### src/rtl/hazard_pkg.sv
// rtl/hazard_pkg.sv - shared types and sizes for the hazard controller
package hazard_pkg;

  localparam int unsigned NREG          = 8;
  localparam int unsigned REG_W         = 3;
  localparam int unsigned CNT_W         = 2;
  localparam int unsigned STALL_MAX_DEF = 15;

  typedef enum logic [1:0] {
    RUN   = 2'd0,
    STALL = 2'd1,
    FLUSH = 2'd2
  } hz_state_t;

endpackage

### src/rtl/scb_cnt.sv
// rtl/scb_cnt.sv - saturating 2-bit in-flight writer count for one register
import hazard_pkg::*;

module scb_cnt (
  input  logic             clk,
  input  logic             rst,
  input  logic             i_inc,
  input  logic             i_dec,
  output logic [CNT_W-1:0] o_cnt
);

  logic [CNT_W-1:0] r_cnt;

  // Count up on issue, down on retire; simultaneous issue+retire cancels,
  // and the count sticks at both ends instead of wrapping.
  always_ff @(posedge clk or negedge rst) begin
    if (!rst) begin
      r_cnt <= '0;
    end else if (i_inc && !i_dec && (r_cnt != {CNT_W{1'b1}})) begin
      r_cnt <= r_cnt + 1'b1;
    end else if (i_dec && !i_inc && (r_cnt != '0)) begin
      r_cnt <= r_cnt - 1'b1;
    end
  end

  assign o_cnt = r_cnt;

endmodule

### src/rtl/hazard_ctrl.sv
// rtl/hazard_ctrl.sv - RAW scoreboard, stall/flush control; HAZARD_CTRL_WATCHDOG_EN adds a stall watchdog
import hazard_pkg::*;

module hazard_ctrl #(
  parameter int unsigned STALL_MAX = STALL_MAX_DEF
) (
  input  logic             clk,
  input  logic             rst,
  input  logic             ID_valid,
  input  logic [REG_W-1:0] ID_srcReg,
  input  logic             ID_srcUse,
  input  logic [REG_W-1:0] ID_writeReg,
  input  logic             ID_RegWrite,
  input  logic             WB_RegWrite,
  input  logic [REG_W-1:0] WB_writeReg,
  input  logic             flush_req,
  output logic             IF_ID_en,
  output logic             IF_ID_kill,
  output logic             ID_EX_bubble,
  output logic             stall,
  output logic [NREG-1:0]  pend,
  output logic             wd_err
);

  if ((STALL_MAX < 1) || (STALL_MAX > 15)) begin : g_stall_max_range
    $error("hazard_ctrl: STALL_MAX must be in 1..15");
  end

  hz_state_t        r_state;
  hz_state_t        w_state_nxt;
  logic [CNT_W-1:0] w_cnt [NREG];
  logic [NREG-1:0]  w_inc;
  logic [NREG-1:0]  w_dec;
  logic [CNT_W-1:0] w_src_cnt;
  logic             w_bypass;
  logic             w_stall;
  logic             w_issue;

  // Hazard detect: a writer is in flight for the source, unless the last one
  // is committing right now (write-first bypass); a flush overrides the stall.
  always_comb begin
    w_src_cnt = w_cnt[ID_srcReg];
    w_bypass  = (w_src_cnt == CNT_W'(1)) && WB_RegWrite && (WB_writeReg == ID_srcReg);
    w_stall   = ID_valid && ID_srcUse && (w_src_cnt != '0) && !w_bypass && !flush_req;
    w_issue   = ID_valid && ID_RegWrite && !w_stall && !flush_req;
  end

  // Per-register issue/retire strobes and pending bitmap.
  always_comb begin
    w_inc = '0;
    w_dec = '0;
    pend  = '0;
    for (int i = 0; i < NREG; i++) begin
      w_inc[i] = w_issue && (ID_writeReg == REG_W'(i));
      w_dec[i] = WB_RegWrite && (WB_writeReg == REG_W'(i));
      pend[i]  = (w_cnt[i] != '0);
    end
  end

  for (genvar gi = 0; gi < NREG; gi++) begin : g_scb
    scb_cnt u_cnt (
      .clk   (clk),
      .rst   (rst),
      .i_inc (w_inc[gi]),
      .i_dec (w_dec[gi]),
      .o_cnt (w_cnt[gi])
    );
  end

  // FSM state register.
  always_ff @(posedge clk or negedge rst) begin
    if (!rst) begin
      r_state <= RUN;
    end else begin
      r_state <= w_state_nxt;
    end
  end

  // FSM next state; flush wins from any state and FLUSH lasts one cycle.
  always_comb begin
    w_state_nxt = r_state;
    if (flush_req) begin
      w_state_nxt = FLUSH;
    end else begin
      case (r_state)
        RUN:     w_state_nxt = w_stall ? STALL : RUN;
        STALL:   w_state_nxt = w_stall ? STALL : RUN;
        FLUSH:   w_state_nxt = RUN;
        default: w_state_nxt = RUN;
      endcase
    end
  end

  assign stall        = w_stall;
  assign IF_ID_en     = !w_stall;
  assign IF_ID_kill   = flush_req;
  assign ID_EX_bubble = w_stall || flush_req;

`ifdef HAZARD_CTRL_WATCHDOG_EN
  localparam logic [3:0] WD_LIMIT = 4'(STALL_MAX);

  logic [3:0] r_wd_cnt;
  logic       r_wd_err;

  // Count consecutive cycles spent in STALL; error is sticky until reset.
  always_ff @(posedge clk or negedge rst) begin
    if (!rst) begin
      r_wd_cnt <= '0;
      r_wd_err <= 1'b0;
    end else if (w_state_nxt == STALL) begin
      if (r_wd_cnt != WD_LIMIT) begin
        r_wd_cnt <= r_wd_cnt + 4'd1;
      end
      if ((r_wd_cnt + 4'd1) == WD_LIMIT) begin
        r_wd_err <= 1'b1;
      end
    end else begin
      r_wd_cnt <= '0;
    end
  end

  assign wd_err = r_wd_err;
`else
  assign wd_err = 1'b0;
`endif

endmodule

### config.mk
export PLATFORM = sky130hd
export DESIGN_NAME = hazard_ctrl
export DESIGN_NICKNAME = d
export VERILOG_FILES = /design/src/rtl/hazard_pkg.sv /design/src/rtl/scb_cnt.sv /design/src/rtl/hazard_ctrl.sv
export SDC_FILE = /design/constraint.sdc
export NUM_CORES = 1
export LEC_CHECK = 0
export CELL_PAD_IN_SITES_DETAIL_PLACEMENT = 0
export CELL_PAD_IN_SITES_GLOBAL_PLACEMENT = 1
export CORE_ASPECT_RATIO = 1.25
export CORE_MARGIN = 10
export CORE_UTILIZATION = 39
export CTS_BUF_LIST = sky130_fd_sc_hd__clkbuf_4 sky130_fd_sc_hd__clkbuf_8
export DETAILED_ROUTE_END_ITERATION = 8
export GPL_TIMING_DRIVEN = 0
export PLACE_DENSITY_LB_ADDON = 0.1
export RECOVER_POWER = 25
export SYNTH_ARGS = -nofsm -noshare
export SYNTH_HDL_FRONTEND = slang
export SYNTH_SLANG_ARGS = --single-unit
export TNS_END_PERCENT = 1
### constraint.sdc
create_clock -name clk -period 4.8 [get_ports clk]
set_clock_uncertainty 0.1 [all_clocks]
set_input_delay 1.44 -clock clk [delete_from_list [all_inputs] [get_ports clk]]
set_output_delay 1.44 -clock clk [all_outputs]
set_load 0.01 [all_outputs]
# Yosys cells after proc, flatten, opt, wreduce, memory -nomap -nowiden

Cells that the tools add are included.

Add/sub/neg operators: 16
Order comparisons: 1
Equal/unequal tests: 24
Multiplexer cells: 19
Bitwise gates (word level): 1
Reduce and logical (&&, ||, !) cells: 96

Operators by type and width:

| cell                                                 | number |
|---|---|
| logical AND 1 bit                                    | 57 |
| 2-to-1 mux 2 bit                                     | 18 |
| nonzero test 2 bit                                   | 17 |
| equality test 3 bit (second input constant)          | 8 |
| logical NOT 1 bit                                    | 19 |
| adder 2 x 1 -> 2 bit (second input constant)         | 8 |
| != test 2 bit (second input constant)                | 8 |
| subtractor 2 x 1 -> 2 bit (second input constant)    | 8 |
| equality test 3 x 2 -> 1 bit (second input constant) | 4 |
| binary-select mux 2 bit (select 3 bit)               | 1 |
| equality test 3 x 1 -> 1 bit (second input constant) | 2 |
| logical NOT 3 bit                                    | 2 |
| >= comparator 4 bit (second input constant)          | 1 |
| NOT 3 -> 4 bit                                       | 1 |
| equality test 3 bit                                  | 1 |
| equality test 2 x 1 -> 1 bit (second input constant) | 1 |
| logical OR 1 bit                                     | 1 |

Flip-flop bits (word level): 16
Bits of input ports: 16
Output and inout bits: 13

# Logic depth before layout (Yosys ltp)

Gate-level depths: netlist of run 1.

Depth in word-level cells: 19
Mapped depth: 9

# By module

A second synthesis of run 1 with hierarchy kept.

Cell total of the unflattened synthesis: 159
Area, all modules: 1418.9 µm²

Modules (own cells, without submodules):

| module      | times used | cells each | area each (µm²) | seq. area each (µm²) |
|---|---|---|---|---|
| scb_cnt     | 8          | 12         | 116.4           | 50.0 |
| hazard_ctrl | 1          | 63         | 488.0           | 0.0 |

# Least setup slack after synthesis of run 1

Ideal clock, no wire load.

Kind: input to output
Start point: in ID_srcReg[0]
End point: out stall
Arrival time: 3.026 ns
Data required time: 3.260 ns
Setup slack: 0.234 ns
Cell stages on the path: 9
Buffers on the path: 3
Cell sequence: buf_6 > mux4_2 > nor2_1 > or3_1 > buf_6 > and2_4 > buf_6 > or2_1 > inv_1

Word-level cells in the longest chain between the ends: 10

Ends and longest elaborated chain:

| what                                                 | line              | source |
|---|---|---|
| start: declaration                                   | hazard_ctrl.sv:10 | `input logic [REG_W-1:0] ID_srcReg,` |
| NOT 3 -> 4 bit (not written as such)                 | hazard_ctrl.sv:42 | `w_src_cnt = w_cnt[ID_srcReg];` |
| binary-select mux 2 bit (select 3 bit)               | hazard_ctrl.sv:42 |  |
| 2-to-1 mux 2 bit (not written as such) (2 in series) | hazard_ctrl.sv:42 |  |
| equality test 2 x 1 -> 1 bit                         | hazard_ctrl.sv:43 | `w_bypass = (w_src_cnt == CNT_W'(1)) && WB_RegWrite && (WB_writeReg == ID_srcReg);` |
| logical AND 1 bit (2 in series)                      | hazard_ctrl.sv:43 |  |
| logical NOT 1 bit                                    | hazard_ctrl.sv:44 | `w_stall = ID_valid && ID_srcUse && (w_src_cnt != '0) && !w_bypass && !flush_req;` |
| logical AND 1 bit (*) (2 in series)                  | hazard_ctrl.sv:44 |  |
| end: declaration                                     | hazard_ctrl.sv:20 | `output logic stall,` |

Every way passes the cells marked *; elsewhere a longest branch is shown, timed or not. The select of a mux whose other input is x is not followed.

# Worst setup path after layout of run 1

Start point: in ID_srcUse
End point: out IF_ID_en

Word-level cells in the longest chain between the ends: 5

Ends and longest elaborated chain:

| what                            | line              | source |
|---|---|---|
| start: declaration              | hazard_ctrl.sv:11 | `input logic ID_srcUse,` |
| logical AND 1 bit (4 in series) | hazard_ctrl.sv:44 |  |
| logical NOT 1 bit               | hazard_ctrl.sv:95 | `assign IF_ID_en = !w_stall;` |
| end: declaration                | hazard_ctrl.sv:17 | `output logic IF_ID_en,` |

No other way between the ends.

==> results of run 1 <==
per-layer routing:
metal,track usage,wire length [um],up-vias
met5,0,0,-
met4,0.0517,55,0
met3,0.0314,264,5
met2,0.225,2110,37
met1,0.154,1820,709
li1,-,-,720
power breakdown:
group	switching, mW	internal, mW	leakage (nW)
logic	0.114	0.152	0.591
clock network	0.0482	0.0557	0.0216
registers	0.0610	0.171	0.210
critical path, stage by stage:
cell	delay, ns
clkdlybuf4s50_1	0.46
nand2_1	0.08
or3_1	0.36
buf_6	0.15
and2_4	0.15
buf_8	0.13
or2_1	0.21
clkdlybuf4s15_1	0.24
cell families after synthesis:
logic type      Yosys count
buf+inv                  14
other cells               1
mux                      13
simple gates            100
flops                    16
compound gates           34
xor+xnor                  5
final cells by class:
| type | count | area (um2) | area share |
|---|---|---|---|
| inverter | 7 | 26.3 | 0.0144 |
| sequential | 16 | 400 | 0.220 |
| multi-input combinational | 153 | 1000 | 0.550 |
| buffer | 7 | 61.3 | 0.0336 |
| timing repair buffer | 26 | 243 | 0.133 |
| tap | 39 | 48.8 | 0.0268 |
| clock buffer | 3 | 41.3 | 0.0226 |
synth_stat cells, types with 2 or more instances:
cell type	count	area, um2
nor2b_1	4	25.0
dfrtp_1	16	400
or3_1	2	12.5
nand2b_1	3	18.8
mux2i_1	5	50.1
o211ai_1	6	45.0
nor3b_1	6	45.0
buf_4	2	15.0
nor3_1	5	25.0
xnor2_1	4	35.0
and4_1	2	17.5
or2_2	9	56.3
and3_1	9	56.3
mux4_2	2	45.0
o21ai_0	9	45.0
buf_6	3	33.8
nand2_1	19	71.3
nand3_1	12	60.1
o21bai_1	4	30.0
inv_1	7	26.3
mux2_2	5	56.3
nor2_1	7	26.3
and2_1	7	43.8
nand4_1	8	50.1
a21oi_1	8	40.0
how the worst min path moves through the flow:
stage	endpoint	depth (start not counted)
floorplan	g_scb[3].u_cnt.o_cnt[0]$_DFFE_PN0P_	1
global placement	g_scb[2].u_cnt.o_cnt[1]$_DFFE_PN0P_	2
detailed placement	g_scb[7].u_cnt.o_cnt[1]$_DFFE_PN0P_	2
CTS	g_scb[7].u_cnt.o_cnt[1]$_DFFE_PN0P_	2
global route	g_scb[3].u_cnt.o_cnt[0]$_DFFE_PN0P_	1
finish	g_scb[7].u_cnt.o_cnt[1]$_DFFE_PN0P_	2
what timing repair did:
item | CTS | global route
hold buffers | 0 | 0
buffers inserted | 1 | 0
resized for setup | 15 | 4
setup endpoints to repair | 3 | 2
==> reports/metrics.csv, run 1 <==
stage;metric;value;unit
timing;max_freq;210;MHz
floorplan;core_area;3570;um2
timing;slew_headroom;0.448;
placement;placed_cell_area;1780;um2
worst_setup_path;crit_start;ID_srcUse;
finish;drive_gt1_frac;0.151;
finish;postLayoutCellArea;1820;um2
logic_synthesis;syn_nets;199;
drt;drt-pass1-iter-count;4;
clocking;clk_path_buf_depth;2;
job;drv_cap;0;
power_and_ir_drop;power.density;330;nW/um2
placement;hpwl;3.26;mm
finish;layout_common_cells;nand2_1, dfrtp_1, clkdlybuf4s50_1;
clocking;root_buffer;clkbuf_8;
logic_synthesis;synth-simple-area-share;0.381;
worst_setup_path;r2r_slack;2.40;ns
power_and_ir_drop;ir_drop;155;uV
global_routing;grt-ovfl-total;0;
worst_setup_path;worstPathRequired;3.26;ns
drt;drc_errors;0;
drt;vias;1471;
power_and_ir_drop;leakage;0.823;nW
min_path;worstHoldStart;g_scb[7].u_cnt.o_cnt[1]$_DFFE_PN0P_;
timing;grt_setup_unrepaired;true;
min_path;worst_hold_path_type;register to register;
timing;tightest_slew;0.826;ns
global_routing;track_usage;0.132;
drt;via_per_inst;5.86;
logic_synthesis;synth_compound_area_frac;0.146;
global_routing;first_global_vias;1467;
timing;min_period_over_period;0.992;
logic_synthesis;synth_cell_type_count;44;
finish;syn_to_final_growth;23.5;%
drt;antenna_left;0;
timing;slew_viol_final;0;
clocking;cts.sinks;16;
drt;route.final.wire_length;4.24;mm
finish;nFillCells;353;
timing;tns;0;ns
finish;utilization;0.510;
timing;final_hold_viol_count;0;
global_routing;grt_max_degree;17;
placement;io_buffers;25;
outcome;status;completed;
floorplan;top_level_ports;29;
global_routing;grt_first_pass_wirelength;6.93;mm
finish;fin_nets;230;
worst_setup_path;worstSetupEndpoint;IF_ID_en;
clocking;htree_levels;1;
worst_setup_path;worstSetupPathType;input pin to output port;
logic_synthesis;synth_xor_area_frac;0.0297;
clocking;clk-insertion-delay-late;0.25;ns
worst_setup_path;r2r_cells;7;
timing;setup_viol;0;
logic_synthesis;synthFlopType;dfrtp_1;
worst_setup_path;critPathMaxFanout;10;
worst_setup_path;crit-reg2reg-launch;g_scb[5].u_cnt.o_cnt[0]$_DFFE_PN0P_;
logic_synthesis;ys_seq_area_frac;0.271;
timing;worst_hold_slack;0.477;ns
logic_synthesis;ys_seq_elements;16;
worst_setup_path;setup.worst_path.start_class;input pin;
logic_synthesis;syn_inst;183;
worst_setup_path;setup.worst_path.end_class;output port;
timing;finalCriticalPeriod;4.76;ns
logic_synthesis;ys_warn_count;0;
worst_setup_path;r2r_end;g_scb[3].u_cnt.o_cnt[0]$_DFFE_PN0P_;
drt;first_iter_violations;85;
drt;wl_per_cell;16.9;um
timing;layout_setup_ws;0.0385;ns
clocking;clk_pin_slew_worst_paths;0.07;ns
logic_synthesis;syn_area;1480;um2
logic_synthesis;synthAdderAreaFrac;0;
placement;gp_congestion;0.780;
placement;dp_slack;-0.693;ns
logic_synthesis;synth_edf_count;0;
placement;place_inst;247;
logic_synthesis;ys_async_sr_fraction;1.00;
floorplan;die_w;75.0;um
clocking;cts_buffers;3;
logic_synthesis;synth_top_family_by_area;simple AND/OR/NAND/NOR gates;
finish;largest_reg_flops;16;
floorplan;die_h;88.8;um
floorplan;start_util;0.413;
floorplan;dieArea;6660;um2
worst_setup_path;worst_ep_arrival_time;3.22;ns
clocking;tritoncts;done;
global_routing;grt_antenna_before_repair;0;
floorplan;rows;24;
finish;mostFrequentLayoutCell;nand2_1;
logic_synthesis;syn_area_per_cell;8.07;um2
finish;insertedDiodeCount;0;
logic_synthesis;synth_mux_area_frac;0.113;
finish;final_cells;251;
power_and_ir_drop;power;0.602;mW
Power figures use the tool's default switching activity.
==> run 2: changes to the inputs <==
==> constraint.sdc (replaced) <==
create_clock -name clk -period 5.1 [get_ports clk]
set_clock_uncertainty 0.1 [all_clocks]
set_input_delay 1.53 -clock clk [delete_from_list [all_inputs] [get_ports clk]]
set_output_delay 1.53 -clock clk [all_outputs]
set_load 0.01 [all_outputs]
==> run 2 against run 1 <==
  * Sequential cell count did not move
  * Clock power is 7% lower
  * Global-route usage decreased by 0.25 points
  * Setup slack improved by 0.062 ns
  * Clock-buffer cell count unchanged
  * Via count is 0.41% lower
  * Final area is 0.34% lower
  * Utilization down 0.18 points
  * Register-to-register slack gained 0.36 ns
  * Total power fell by 6.7%
  * Hold slack worse by 0.0014 ns
  * Sequential share of layout area increased by 0.076 points
  * Critical path type unchanged
==> reports/metrics.csv, run 2 (synthesis results as in run 1) <==
stage;metric;value;unit;change
global_routing;grt_first_pass_wirelength;6.78;mm;-2.1%
drt;wl_per_cell;16.7;um;-0.97%
timing;slew_viol_final;0;;unchanged
finish;layout_common_cells;nand2_1, dfrtp_1, clkdlybuf4s50_1;;
clocking;htree_levels;1;;unchanged
drt;first_iter_violations;71;;-16%
power_and_ir_drop;power.density;309;nW/um2;-6.3%
clocking;tritoncts;done;;
global_routing;grt_antenna_before_repair;0;;unchanged
placement;gp_congestion;0.780;;unchanged
placement;io_buffers;25;;unchanged
clocking;clk_path_buf_depth;2;;unchanged
floorplan;die_h;88.8;um;unchanged
drt;antenna_left;0;;unchanged
worst_setup_path;worstSetupPathType;input pin to output port;;
finish;register_area;400;um2;unchanged
global_routing;track_usage;0.130;;-0.00249
job;drv_cap;0;;unchanged
finish;syn_to_final_growth;23.1;%;
clocking;clk_pin_slew_worst_paths;0.06;ns;about the same
global_routing;grt-ovfl-total;0;;unchanged
timing;tightest_slew;0.817;ns;-0.00842 ns
power_and_ir_drop;leakage;0.827;nW;+0.48%
drt;drc_errors;0;;unchanged
worst_setup_path;crit-reg2reg-launch;g_scb[5].u_cnt.o_cnt[0]$_DFFE_PN0P_;;
min_path;worstHoldPathCells;2;;unchanged
global_routing;first_global_vias;1447;;-1.4%
drt;vias;1465;;-0.41%
timing;grt_setup_unrepaired;false;;
worst_setup_path;worstPathRequired;3.47;ns;+0.21 ns
timing;slew_headroom;0.453;;+0.00563
floorplan;top_level_ports;29;;unchanged
drt;via_per_inst;5.84;;-0.41%
timing;min_period_over_period;0.980;;
timing;layout_setup_ws;0.100;ns;+0.0619 ns
timing;finalCriticalPeriod;5.00;ns;
outcome;status;completed;;
min_path;worst_hold_path_type;register to register;;
finish;multi_input_area;992;um2;-1.0%
finish;insertedDiodeCount;0;;unchanged
drt;drt-pass1-iter-count;4;;unchanged
floorplan;die_w;75.0;um;unchanged
worst_setup_path;setup.worst_path.end_class;output port;;
global_routing;grt_max_degree;17;;unchanged
worst_setup_path;setup.worst_path.start_class;input pin;;
finish;final_cells;251;;unchanged
worst_setup_path;worst_ep_arrival_time;3.37;ns;+0.15 ns
timing;setup_viol;0;;unchanged
finish;nFillCells;352;;-0.28%
power_and_ir_drop;power;0.562;mW;-6.7%
placement;place_inst;247;;unchanged
clocking;root_buffer;clkbuf_8;;
finish;mostFrequentLayoutCell;nand2_1;;
floorplan;core_area;3570;um2;unchanged
worst_setup_path;critPathMaxFanout;10;;unchanged
placement;dp_slack;-0.573;ns;+0.120 ns
floorplan;dieArea;6660;um2;unchanged
finish;drive_gt1_frac;0.146;;-0.00472
timing;final_hold_viol_count;0;;unchanged
power_and_ir_drop;ir_drop;146;uV;-5.5%
min_path;worstHoldStart;g_scb[7].u_cnt.o_cnt[1]$_DFFE_PN0P_;;
worst_setup_path;crit_start;ID_srcReg[2];;
finish;fin_nets;230;;unchanged
floorplan;start_util;0.413;;unchanged
drt;route.final.wire_length;4.20;mm;-0.97%
timing;max_freq;200;MHz;
clocking;clk-insertion-delay-late;0.25;ns;about the same
clocking;cts_buffers;3;;unchanged
finish;largest_reg_flops;16;;unchanged
clocking;cts.sinks;16;;unchanged
floorplan;rows;24;;unchanged
placement;hpwl;3.26;mm;unchanged
worst_setup_path;r2r_cells;7;;unchanged
-- run 2: cell count changes in the layout (fill, tap and decap cells not counted), sizes merged --
cell,change
clkbuf,+1
clkdlybuf4s15,-1
dlymetal6s2s,+1
dlygate4sd2,+1
buf,-2
-- run 2: cell type report --
class                      instances  area share
multi-input combinational        153       0.546
sequential                        16       0.220
timing repair buffer              26       0.138
buffer                             7      0.0317
tap                               39      0.0269
clock buffer                       3      0.0227
inverter                           7      0.0145
-- run 2: final timing paths --
check	end	slack [ns]
worst max-delay path	IF_ID_en	0.10
worst min-delay path	g_scb[7].u_cnt.o_cnt[1]$_DFFE_PN0P_	0.48
worst max register to register	g_scb[4].u_cnt.o_cnt[0]$_DFFE_PN0P_	2.76
worst min register to register	g_scb[7].u_cnt.o_cnt[1]$_DFFE_PN0P_	0.48
max in group asynchronous	g_scb[5].u_cnt.o_cnt[1]$_DFFE_PN0P_	2.68
min in group asynchronous	g_scb[3].u_cnt.o_cnt[1]$_DFFE_PN0P_	1.71
-- run 2: critical path: stages --
cell,delay (ns)
clkdlybuf4s15_2,0.24
mux4_2,0.24
nor2_1,0.04
or3_1,0.38
buf_6,0.15
and2_4,0.14
buf_6,0.14
or2_1,0.21
dlygate4sd2_1,0.29
-- run 2: repair_timing --
action / 4_1_cts / 5_1_grt
setup endpoints to repair: 3 / 2
buffers inserted: 0 / 1
gates resized for setup: 9 / 3
hold buffers: 0 / 0
pin swaps: 0 / 1
-- run 2: report_power, final --
part | switching (mW) | leakage (nW) | internal [mW] | total (mW)
Sequential | 0.0570 | 0.210 | 0.161 | 0.218
Clock | 0.0443 | 0.0216 | 0.0524 | 0.0967
Combinational | 0.106 | 0.595 | 0.141 | 0.247
Total | 0.207 | 0.827 | 0.354 | 0.562
-- run 2: routing by layer --
metal / share of wire / global-route usage
met1: 0.43 / 0.151
met2: 0.49 / 0.220
met4: 0.013 / 0.0517
met5: 0 / 0
met3: 0.064 / 0.0314
-- run 2: through the flow --
step | setup TNS, ns | utilization | hold WS (ns) | instance area (um2)
after floorplan | 0 | - | 0.406 | 1480
after global placement | -1.36 | 0.497 | 0.445 | 1780
after detailed placement | -1.48 | 0.497 | 0.455 | 1780
after CTS | 0 | 0.507 | 0.472 | 1810
after global routing | 0 | 0.508 | 0.524 | 1820
final | 0 | 0.508 | 0.476 | 1820
